<file path="config.mk">
export PLATFORM = sky130hd
export DESIGN_NAME = immediate_decoder_flat
export DESIGN_NICKNAME = d
export VERILOG_FILES = /design/src/rtl/immediate_decoder_pkg.sv /design/src/rtl/immediate_decoder_if.sv /design/src/rtl/immediate_decoder_extractor.sv /design/src/rtl/immediate_decoder.sv /design/src/flat_wrapper.sv
export SDC_FILE = /design/constraint.sdc
export NUM_CORES = 1
export LEC_CHECK = 0
export CAP_MARGIN = 10
export CORE_AREA = 2 2 97 99
export DETAILED_ROUTE_END_ITERATION = 12
export DIE_AREA = 0 0 99 101
export HOLD_SLACK_MARGIN = 0.1
export PLACE_DENSITY = 0.84
export SYNTH_ARGS = -nofsm -noshare
export SYNTH_HDL_FRONTEND = slang
export SYNTH_SLANG_ARGS = --single-unit
</file>
<file path="constraint.sdc">
create_clock -name clock -period 2.3 [get_ports clock]
set_input_delay 0.46 -clock clock [delete_from_list [all_inputs] [get_ports clock]]
set_output_delay 0.46 -clock clock [all_outputs]
set_load 0.005 [all_outputs]
</file>
<file path="src/rtl/immediate_decoder_pkg.sv">
// JZJCoreFTypes: shared types and constants for the immediate decoder slice.
//   ImmediateFormat_t : RISC-V immediate encoding class of an instruction.
//   OPCODE_*          : major opcode constants (instruction[6:0]).
//   imm_entry_t       : one decoded result as held in the output/skid registers.
package JZJCoreFTypes;

  typedef enum logic [2:0] {
    IMM_I,
    IMM_S,
    IMM_B,
    IMM_U,
    IMM_J,
    IMM_NONE
  } ImmediateFormat_t;

  localparam logic [6:0] OPCODE_LUI      = 7'b0110111;
  localparam logic [6:0] OPCODE_AUIPC    = 7'b0010111;
  localparam logic [6:0] OPCODE_JAL      = 7'b1101111;
  localparam logic [6:0] OPCODE_JALR     = 7'b1100111;
  localparam logic [6:0] OPCODE_BRANCH   = 7'b1100011;
  localparam logic [6:0] OPCODE_LOAD     = 7'b0000011;
  localparam logic [6:0] OPCODE_STORE    = 7'b0100011;
  localparam logic [6:0] OPCODE_OP_IMM   = 7'b0010011;
  localparam logic [6:0] OPCODE_OP       = 7'b0110011;
  localparam logic [6:0] OPCODE_MISC_MEM = 7'b0001111;
  localparam logic [6:0] OPCODE_SYSTEM   = 7'b1110011;

  typedef struct packed {
    logic [31:0]      immediate;
    ImmediateFormat_t format;
    logic             illegal;
    logic [31:0]      target;
  } imm_entry_t;

  localparam imm_entry_t ResetEntry = '{
    immediate: 32'h0,
    format:    IMM_NONE,
    illegal:   1'b0,
    target:    32'h0
  };

endpackage

</file>
<file path="src/rtl/immediate_decoder_if.sv">
// immediate_decoder_if: upstream instruction handshake plus downstream decoded-result handshake.
//   slave  : the decoder (consumes inValid/instruction/pcOfInstruction/outReady).
//   master : the environment driving instructions and accepting results.
interface immediate_decoder_if;
  import JZJCoreFTypes::*;

  logic             inValid;
  logic             inReady;
  logic [31:0]      instruction;
  logic [31:0]      pcOfInstruction;
  logic             outValid;
  logic             outReady;
  logic [31:0]      immediate;
  ImmediateFormat_t immediateFormat;
  logic             illegalOpcode;
  logic [31:0]      target;

  modport slave (
    input  inValid, instruction, pcOfInstruction, outReady,
    output inReady, outValid, immediate, immediateFormat, illegalOpcode, target
  );

  modport master (
    output inValid, instruction, pcOfInstruction, outReady,
    input  inReady, outValid, immediate, immediateFormat, illegalOpcode, target
  );

endinterface

</file>
<file path="src/rtl/immediate_decoder_extractor.sv">
// immediate_extractor: purely combinational opcode decode and immediate extraction.
//   i_instruction : 32-bit RISC-V instruction word.
//   o_immediate   : sign/zero-formed immediate (0 for NONE).
//   o_format      : immediate encoding class.
//   o_illegal     : opcode not recognised.
module immediate_extractor
  import JZJCoreFTypes::*;
(
  input  logic [31:0]      i_instruction,
  output logic [31:0]      o_immediate,
  output ImmediateFormat_t o_format,
  output logic             o_illegal
);

  logic [31:0] w_imm_i, w_imm_s, w_imm_b, w_imm_u, w_imm_j;

  assign w_imm_i = {{20{i_instruction[31]}}, i_instruction[31:20]};
  assign w_imm_s = {{20{i_instruction[31]}}, i_instruction[31:25], i_instruction[11:7]};
  assign w_imm_b = {{19{i_instruction[31]}}, i_instruction[31], i_instruction[7],
                    i_instruction[30:25], i_instruction[11:8], 1'b0};
  assign w_imm_u = {i_instruction[31:12], 12'h000};
  assign w_imm_j = {{11{i_instruction[31]}}, i_instruction[31], i_instruction[19:12],
                    i_instruction[20], i_instruction[30:21], 1'b0};

  always_comb begin
    o_format  = IMM_NONE;
    o_illegal = 1'b0;
    case (i_instruction[6:0])
      OPCODE_LUI, OPCODE_AUIPC:  o_format = IMM_U;
      OPCODE_JAL:                o_format = IMM_J;
      OPCODE_BRANCH:             o_format = IMM_B;
      OPCODE_STORE:              o_format = IMM_S;
      OPCODE_JALR, OPCODE_LOAD, OPCODE_OP_IMM, OPCODE_MISC_MEM, OPCODE_SYSTEM:
                                 o_format = IMM_I;
      OPCODE_OP:                 o_format = IMM_NONE;
      default:                   o_illegal = 1'b1;
    endcase
  end

  always_comb begin
    o_immediate = 32'h0;
    case (o_format)
      IMM_I:   o_immediate = w_imm_i;
      IMM_S:   o_immediate = w_imm_s;
      IMM_B:   o_immediate = w_imm_b;
      IMM_U:   o_immediate = w_imm_u;
      IMM_J:   o_immediate = w_imm_j;
      default: o_immediate = 32'h0;
    endcase
  end

endmodule

</file>
<file path="src/rtl/immediate_decoder.sv">
// immediate_decoder: decodes RISC-V immediates behind a two-entry (output + skid) buffer.
//   clock : sole clock, rising edge.
//   reset : synchronous active-high reset; discards buffered entries.
//   bus   : immediate_decoder_if.slave -- in handshake (inValid/inReady, instruction,
//           pcOfInstruction) and out handshake (outValid/outReady, immediate,
//           immediateFormat, illegalOpcode, target).
// Build option: define IMMEDIATE_DECODER_TARGET_EN to compute target = pc + immediate;
// otherwise target is constant 0 and pcOfInstruction is ignored.
module immediate_decoder
  import JZJCoreFTypes::*;
(
  input logic          clock,
  input logic          reset,
  immediate_decoder_if.slave bus
);

  typedef enum logic [1:0] {StEmpty, StOne, StTwo} state_e;

  state_e     r_state;
  imm_entry_t r_out;
  imm_entry_t r_skid;
  logic       r_out_valid;
  logic       r_in_ready;

  logic [31:0]      w_immediate;
  ImmediateFormat_t w_format;
  logic             w_illegal;
  logic [31:0]      w_target;
  imm_entry_t       w_new;
  logic             w_in_fire;
  logic             w_out_fire;

  immediate_extractor u_extractor (
    .i_instruction (bus.instruction),
    .o_immediate   (w_immediate),
    .o_format      (w_format),
    .o_illegal     (w_illegal)
  );

`ifdef IMMEDIATE_DECODER_TARGET_EN
  assign w_target = bus.pcOfInstruction + w_immediate;
`else
  logic [31:0] w_unused_pc;
  assign w_unused_pc = bus.pcOfInstruction;
  assign w_target    = 32'h0;
`endif

  assign w_new = '{immediate: w_immediate, format: w_format, illegal: w_illegal,
                   target: w_target};

  assign w_in_fire  = bus.inValid & bus.inReady;
  assign w_out_fire = r_out_valid & bus.outReady;

  always_ff @(posedge clock) begin
    if (reset) begin
      r_state     <= StEmpty;
      r_out_valid <= 1'b0;
      // Preset so inReady is high in the first cycle after reset; masked while in reset.
      r_in_ready  <= 1'b1;
      r_out       <= ResetEntry;
      r_skid      <= ResetEntry;
    end else begin
      case (r_state)
        StEmpty: begin
          if (w_in_fire) begin
            r_out       <= w_new;
            r_out_valid <= 1'b1;
            r_state     <= StOne;
          end
        end
        StOne: begin
          if (w_in_fire && w_out_fire) begin
            r_out <= w_new;
          end else if (w_in_fire) begin
            r_skid     <= w_new;
            r_in_ready <= 1'b0;
            r_state    <= StTwo;
          end else if (w_out_fire) begin
            r_out_valid <= 1'b0;
            r_state     <= StEmpty;
          end
        end
        StTwo: begin
          // inReady is low here, so only the drain case applies.
          if (w_out_fire) begin
            r_out      <= r_skid;
            r_in_ready <= 1'b1;
            r_state    <= StOne;
          end
        end
        default: begin
          r_state     <= StEmpty;
          r_out_valid <= 1'b0;
          r_in_ready  <= 1'b1;
        end
      endcase
    end
  end

  assign bus.inReady         = r_in_ready & ~reset;
  assign bus.outValid        = r_out_valid;
  assign bus.immediate       = r_out.immediate;
  assign bus.immediateFormat = r_out.format;
  assign bus.illegalOpcode   = r_out.illegal;
  assign bus.target          = r_out.target;

endmodule

</file>
<file path="src/flat_wrapper.sv">
// flat-port wrapper written by rule: the top's interface ports become plain ports
module immediate_decoder_flat import JZJCoreFTypes::*;
  (clock, reset, bus_inValid, bus_instruction, bus_pcOfInstruction, bus_outReady, bus_inReady, bus_outValid, bus_immediate, bus_immediateFormat, bus_illegalOpcode, bus_target);
  immediate_decoder_if bus_i ();
  input logic clock;
  input logic reset;
  input wire logic [$bits(bus_i.inValid)-1:0] bus_inValid;
  input wire logic [$bits(bus_i.instruction)-1:0] bus_instruction;
  input wire logic [$bits(bus_i.pcOfInstruction)-1:0] bus_pcOfInstruction;
  input wire logic [$bits(bus_i.outReady)-1:0] bus_outReady;
  output wire logic [$bits(bus_i.inReady)-1:0] bus_inReady;
  output wire logic [$bits(bus_i.outValid)-1:0] bus_outValid;
  output wire logic [$bits(bus_i.immediate)-1:0] bus_immediate;
  output wire logic [$bits(bus_i.immediateFormat)-1:0] bus_immediateFormat;
  output wire logic [$bits(bus_i.illegalOpcode)-1:0] bus_illegalOpcode;
  output wire logic [$bits(bus_i.target)-1:0] bus_target;
  assign bus_i.inValid = bus_inValid;
  assign bus_i.instruction = bus_instruction;
  assign bus_i.pcOfInstruction = bus_pcOfInstruction;
  assign bus_i.outReady = bus_outReady;
  assign bus_inReady = bus_i.inReady;
  assign bus_outValid = bus_i.outValid;
  assign bus_immediate = bus_i.immediate;
  assign bus_immediateFormat = bus_i.immediateFormat;
  assign bus_illegalOpcode = bus_i.illegalOpcode;
  assign bus_target = bus_i.target;
  immediate_decoder u_core (.clock(clock), .reset(reset), .bus(bus_i));
endmodule
</file>
==> results of run 1 <==
==> final cells by class <==
class / instances / area share (%)
Inverter: 3 / 0.226
Clock buffer: 10 / 2.76
Sequential cell: 76 / 30.5
Multi-Input combinational cell: 363 / 40.8
Clock inverter: 4 / 0.526
Timing Repair Buffer: 120 / 22.5
Tap cell: 111 / 2.78
==> metal layers <==
| metal | up-vias | routed length, microns | track usage [%] |
|---|---|---|---|
| met5 | - | 0 | 0 |
| met4 | 0 | 182 | 8.96 |
| met3 | 20 | 689 | 4.02 |
| met2 | 170 | 5150 | 34.6 |
| met1 | 1759 | 4530 | 27.1 |
| li1 | 1849 | - | - |
==> logic make-up (layout without fill, tap and decap cells) <==
kind of cell / Yosys count / after routing / share of synthesized area [%]
and+or+nand+nor: 169 / 169 / 21.5
other: 1 / 32 / 0.0962
muxes: 1 / 1 / 0.289
adders and majority gates: 1 / 1 / 0.289
AOI/OAI and AO/OA: 160 / 160 / 26.9
buffers and inverters: 72 / 137 / 11.8
DFF: 76 / 76 / 39.0
==> worst paths after layout <==
check | from | to | slack [ns]
worst max-delay path | reset | bus_inReady | 0.19
worst min-delay path | u_core.bus.immediate[22]$_SDFFE_PP0P_ | u_core.bus.immediate[22]$_SDFFE_PP0P_ | 0.45
worst max register to register | u_core.r_state[0]$_SDFFE_PP0P_ | u_core.bus.immediate[9]$_SDFFE_PP0P_ | 0.41
worst min register to register | u_core.bus.immediate[22]$_SDFFE_PP0P_ | u_core.bus.immediate[22]$_SDFFE_PP0P_ | 0.45
==> through the flow <==
step / hold slack [ns] / worst slack [ns]
final: 0.450 / 0.194
after global routing: 0.479 / 0.112
after CTS: 0.455 / 0.176
after detailed placement: 0.441 / -0.169
after global placement: 0.427 / -0.112
after floorplan: 0.417 / 0.554
==> flip-flops by register name, summed over array words and instances (netlist names) <==
| signal | cells |
|---|---|
| u_core.bus.illegalOpcode | 1 |
| u_core.bus.immediate | 32 |
| u_core.bus.immediateFormat | 3 |
| u_core.bus.outValid | 1 |
| u_core.r_in_ready | 1 |
| u_core.r_skid | 36 |
| u_core.r_state | 2 |
==> cell usage in the layout, fill, tap and decap left out, types with 3 or more instances in the layout <==
master,count
o21ai_1,11
a211oi_1,7
dfxtp_1,76
o221ai_1,9
nor3_1,4
and3b_1,3
nor2b_1,4
a22o_1,6
nand3_1,8
a21boi_1,8
nand4_1,3
a31oi_1,6
o21ai_0,33
buf_12,3
a311oi_1,12
nand2_1,74
conb_1,32
a22oi_1,4
o211ai_1,4
nor2_1,33
clkdlybuf4s50_1,73
nor3b_1,3
and3_1,17
inv_1,3
clkbuf_8,10
buf_4,44
a21oi_1,41
==> critical path, cell delays in order <==
cell             delay, ns
clkdlybuf4s50_1       0.47
nor2b_1               0.19
clkdlybuf4s50_1       0.53
==> power by group <==
| group | internal, mW | switching, mW | leakage [nW] |
|---|---|---|---|
| Combinational | 0.247 | 0.253 | 1.19 |
| Sequential | 1.36 | 0.0367 | 0.615 |
| Clock | 0.409 | 0.494 | 0.0844 |
| Total | 2.02 | 0.783 | 1.89 |
==> impl_metrics.json, run 1 <==
{
  "grt_pass1_vias": 3622,
  "syn2layout_area_growth_pct": 28.1,
  "finalSetupTns_ns": 0,
  "final_design_area_no_fill_sq_um": 4990,
  "maxCapViolations": 0,
  "drt-pass1-iter-count": 5,
  "ys_types": 62,
  "grt_first_pass_wirelength_microns": 17100,
  "cts_tree": "built",
  "final_cells": 687,
  "crit_fanout": 4,
  "wire_per_inst_microns": 15.4,
  "die-height_microns": 101,
  "fill_cells": 811,
  "nets": 641,
  "seq_area_sq_um": 1520,
  "netlist.area_leader.share_pct": 39.0,
  "synth-seq-area-share_pct": 39.0,
  "clkTransAtPathRegs_ns": 0.08,
  "total_power_mw": 2.80,
  "worstMarginPinSlew_ns": 0.526,
  "ant_nets": 0,
  "syn_area_sq_um": 3900,
  "multi_input_area_sq_um": 2030,
  "cts_resized": 0,
  "drc_errors": 0,
  "synth_edf_count": 0,
  "p_leak_nw": 1.89,
  "wirelength_microns": 10600,
  "synth-main-ff-cell": "dfxtp_1",
  "pin_count": 138,
  "cts_sinks": 76,
  "r2r_cells": 6,
  "io_buffers": 73,
  "diodes": 0,
  "fin_util_pct": 55.6,
  "viasPerCell": 5.53,
  "core-area_sq_um": 8980,
  "die_area_sq_um": 10000,
  "synth-async-reset-ratio_pct": 0,
  "place_inst": 673,
  "place_area_sq_um": 4820,
  "fp.dieW_microns": 99,
  "start_util_pct": 43.4,
  "relSlewSlack_pct": 64.9,
  "fmax_mhz": 475,
  "antenna_found_initial": 0,
  "hold_viol_final": 0,
  "htreeDepth": 3,
  "synth_warnings": 0,
  "hold_depth": 2,
  "yosys.cell_count.top_type": "dfxtp_1",
  "status": "completed",
  "finalCriticalPeriod_ns": 2.11,
  "period_share_pct": 91.5,
  "grt_remaining_overflow": 0,
  "netlist_instances": 480,
  "peakVddDrop_uv": 369,
  "setup.worst_path.class": "primary input to output pin",
  "grt_usage_pct": 21.1,
  "ys_ff_latch": 76,
  "yosys.area.top_type": "dfxtp_1",
  "cts_buffers": 9,
  "required_ns": 1.84,
  "grt_max_degree": 34,
  "synth.avg_cell_area_sq_um": 8.12,
  "worstSetupEndpointType": "output pin",
  "worstPathArrival_ns": 1.65,
  "insertion_delay_ns": 0.36,
  "clockBufferDepth": 2,
  "dr_total_vias": 3798,
  "synth_common_cells": "76 x dfxtp_1, 74 x nand2_1, 41 x a21oi_1",
  "setup_viol": 0,
  "root_buffer": "clkbuf_8",
  "dr.first_iter.drc_count": 259,
  "rsz0062_at_grt": "no",
  "post_cts.repair.setup_buffers": 0,
  "fin_skew_ns": 0.00669,
  "cts_hold_buffers": 0,
  "p_per_area_nw_per_um2": 561,
  "synth.area.top_cells": "dfxtp_1 39%, nand2_1 7.1%, buf_4 6.4%",
  "core.rowCount": 35,
  "slew_violations": 0,
  "dp_hpwl_microns": 7720,
  "hp-class": "flop to flop",
  "gp_congestion": 0.869,
  "drive_gt1_share_pct": 13.4,
  "setup.worst_path.start_class": "primary input"
}
Power figures use the tool's default switching activity.
==> inputs of run 2 (changes only) <==
--- a/config.mk
+++ b/config.mk
@@ -7,6 +7,7 @@
 export LEC_CHECK = 0
 export CAP_MARGIN = 10
 export CORE_AREA = 2 2 97 99
+export CTS_BUF_LIST = sky130_fd_sc_hd__clkbuf_4
 export DETAILED_ROUTE_END_ITERATION = 12
 export DIE_AREA = 0 0 99 101
 export HOLD_SLACK_MARGIN = 0.1
==> run 2 against run 1 <==
Net effect: final cell count is the same; clock power shrank 26%; wire length shrank 1.8%; total power shrank 8.5%; sequential power is essentially flat; first-iteration DRC count shrank 21%; utilization shrank 0.79 points; critical endpoint unchanged.
==> impl_metrics.json, run 2 (synthesis gave the netlist of run 1 again) <==
{
  "status": "completed",
  "worstMarginPinSlew_ns": 0.651,
  "fmax_mhz": 472,
  "intPower_mw": 1.82,
  "period_share_pct": 92.1,
  "hold_viol_final": 0,
  "ant_nets": 0,
  "relSlewSlack_pct": 56.6,
  "final_cell_mix": "76 x dfxtp_1, 74 x nand2_1, 73 x clkdlybuf4s50_1",
  "wire_per_inst_microns": 15.1,
  "viasPerCell": 5.49,
  "crit_top_cell": "clkdlybuf4s50_1",
  "post_cts.repair.setup_buffers": 0,
  "p_sw_share_pct": 29.1,
  "drive_gt1_share_pct": 13.0,
  "dr.first_iter.drc_count": 205,
  "worstPathArrival_ns": 1.66,
  "antenna_found_initial": 0,
  "total_power_mw": 2.56,
  "slew_violations": 0,
  "seqPwrFrac_pct": 54.6,
  "hp-class": "flop to flop",
  "p_sw_mw": 0.747,
  "cts_hold_buffers": 0,
  "crit_fanout": 4,
  "clockBufferDepth": 2,
  "comb_power_share_pct": 19.3,
  "critPathSlowestCell": "clkdlybuf4s50_1",
  "final_common_cell": "dfxtp_1",
  "place_ws_ns": -0.169,
  "p_leak_nw": 1.86,
  "pin_count": 138,
  "grt_pass1_vias": 3590,
  "dr_total_vias": 3775,
  "finalCriticalPeriod_ns": 2.12,
  "largest_reg_flops": 36,
  "cts_resized": 0,
  "required_ns": 1.84,
  "setup_viol": 0,
  "io_buffers": 73,
  "clkTransAtPathRegs_ns": 0.11,
  "cts_sinks": 76,
  "gp_congestion": 0.869,
  "syn2layout_area_growth_pct": 26.3,
  "slowest_delay_ns": 0.53,
  "setup.worst_path.start_class": "primary input",
  "drc_errors": 0,
  "fp.dieW_microns": 99,
  "grt_max_degree": 34,
  "core-area_sq_um": 8980,
  "grt_first_pass_wirelength_microns": 16900,
  "rsz0062_at_grt": "no",
  "crit_family": "buffers and inverters",
  "critical_path_buf_inv_count": 2,
  "p_per_area_nw_per_um2": 521,
  "die_area_sq_um": 10000,
  "wirelength_microns": 10400,
  "setup_ws_ns": 0.183,
  "nets": 641,
  "cts_tree": "built",
  "diodes": 0,
  "worstSetupEndpointType": "output pin",
  "cts_buffers": 9,
  "setup.worst_path.class": "primary input to output pin",
  "die-height_microns": 101,
  "htreeDepth": 3,
  "maxCapViolations": 0,
  "root_buffer": "clkbuf_4",
  "insertion_delay_ns": 0.42,
  "drt-pass1-iter-count": 4,
  "timing.rr.start": "u_core.r_state[0]$_SDFFE_PP0P_",
  "path_cells": "clkdlybuf4s50_1 -> nor2b_1 -> clkdlybuf4s50_1",
  "fin_skew_ns": 0.0117,
  "dp_hpwl_microns": 7720,
  "hp-start": "u_core.bus.immediate[13]$_SDFFE_PP0P_",
  "grt_usage_pct": 20.8,
  "rrSetupSlack_ns": 0.39,
  "cp-startpoint": "reset",
  "core.rowCount": 35,
  "grt_remaining_overflow": 0,
  "start_util_pct": 43.4,
  "peakVddDrop_uv": 371,
  "fill_cells": 825,
  "p_clk_share_pct": 26.0,
  "max_flop_register": "u_core.r_skid"
}
[run 2: changes by cell type in the layout (fill, tap and decap cells not counted), sizes merged]
| cell | delta |
|---|---|
| clkinv | +1 |
| clkbuf | -1 |
[run 2: final timing paths]
check / endpoint / depth (start not counted)
min reg2reg: u_core.bus.immediate[13]$_SDFFE_PP0P_ / 2
max reg2reg: u_core.bus.immediate[9]$_SDFFE_PP0P_ / 6
min: u_core.bus.immediate[13]$_SDFFE_PP0P_ / 2
max: bus_inReady / 3
[run 2: per-stage QoR]
stage	instance area (sq um)	std cells	TNS, ns	hold WS (ns)	utilization, %
global placement	4820	673	-2.02	0.427	53.7
CTS	4920	687	0	0.461	54.8
finish	4920	687	0	0.460	54.8
floorplan	4010	511	0	0.417	-
global route	4920	687	0	0.485	54.8
detailed placement	4820	673	-2.78	0.441	53.7
[run 2: cell type report]
class / instances / area, sq um / area share [%]
Clock buffer: 9 / 67.6 / 1.37
Clock inverter: 5 / 30.0 / 0.610
Multi-Input combinational cell: 363 / 2030 / 41.3
Timing Repair Buffer: 120 / 1120 / 22.8
Inverter: 3 / 11.3 / 0.229
Tap cell: 111 / 139 / 2.82
Sequential cell: 76 / 1520 / 30.9
[run 2: layer usage]
layer  vias to the layer above  GRT usage, %  share of wire (%)
met2                       141          34.6                 48
met4                         0          8.22                2.0
met1                      1764          26.6                 44
li1                       1852             -                  -
met3                        18          3.95                6.0
met5                         -             0                  0
[run 2: worst min-delay path, stage by stage, from the launching register on]
cell	delay (ns)
dfxtp_1	0.33
nand2_1	0.05
a21oi_1	0.05
[run 2: power groups by stage]
stage | combinational, mW | clock, mW | sequential [mW]
floorplan | 0.302 | 0 | 1.42
global placement | 0.480 | 0 | 1.43
detailed placement | 0.490 | 0 | 1.43
CTS | 0.493 | 0.685 | 1.40
global route | 0.541 | 0.745 | 1.41
finish | 0.496 | 0.667 | 1.40
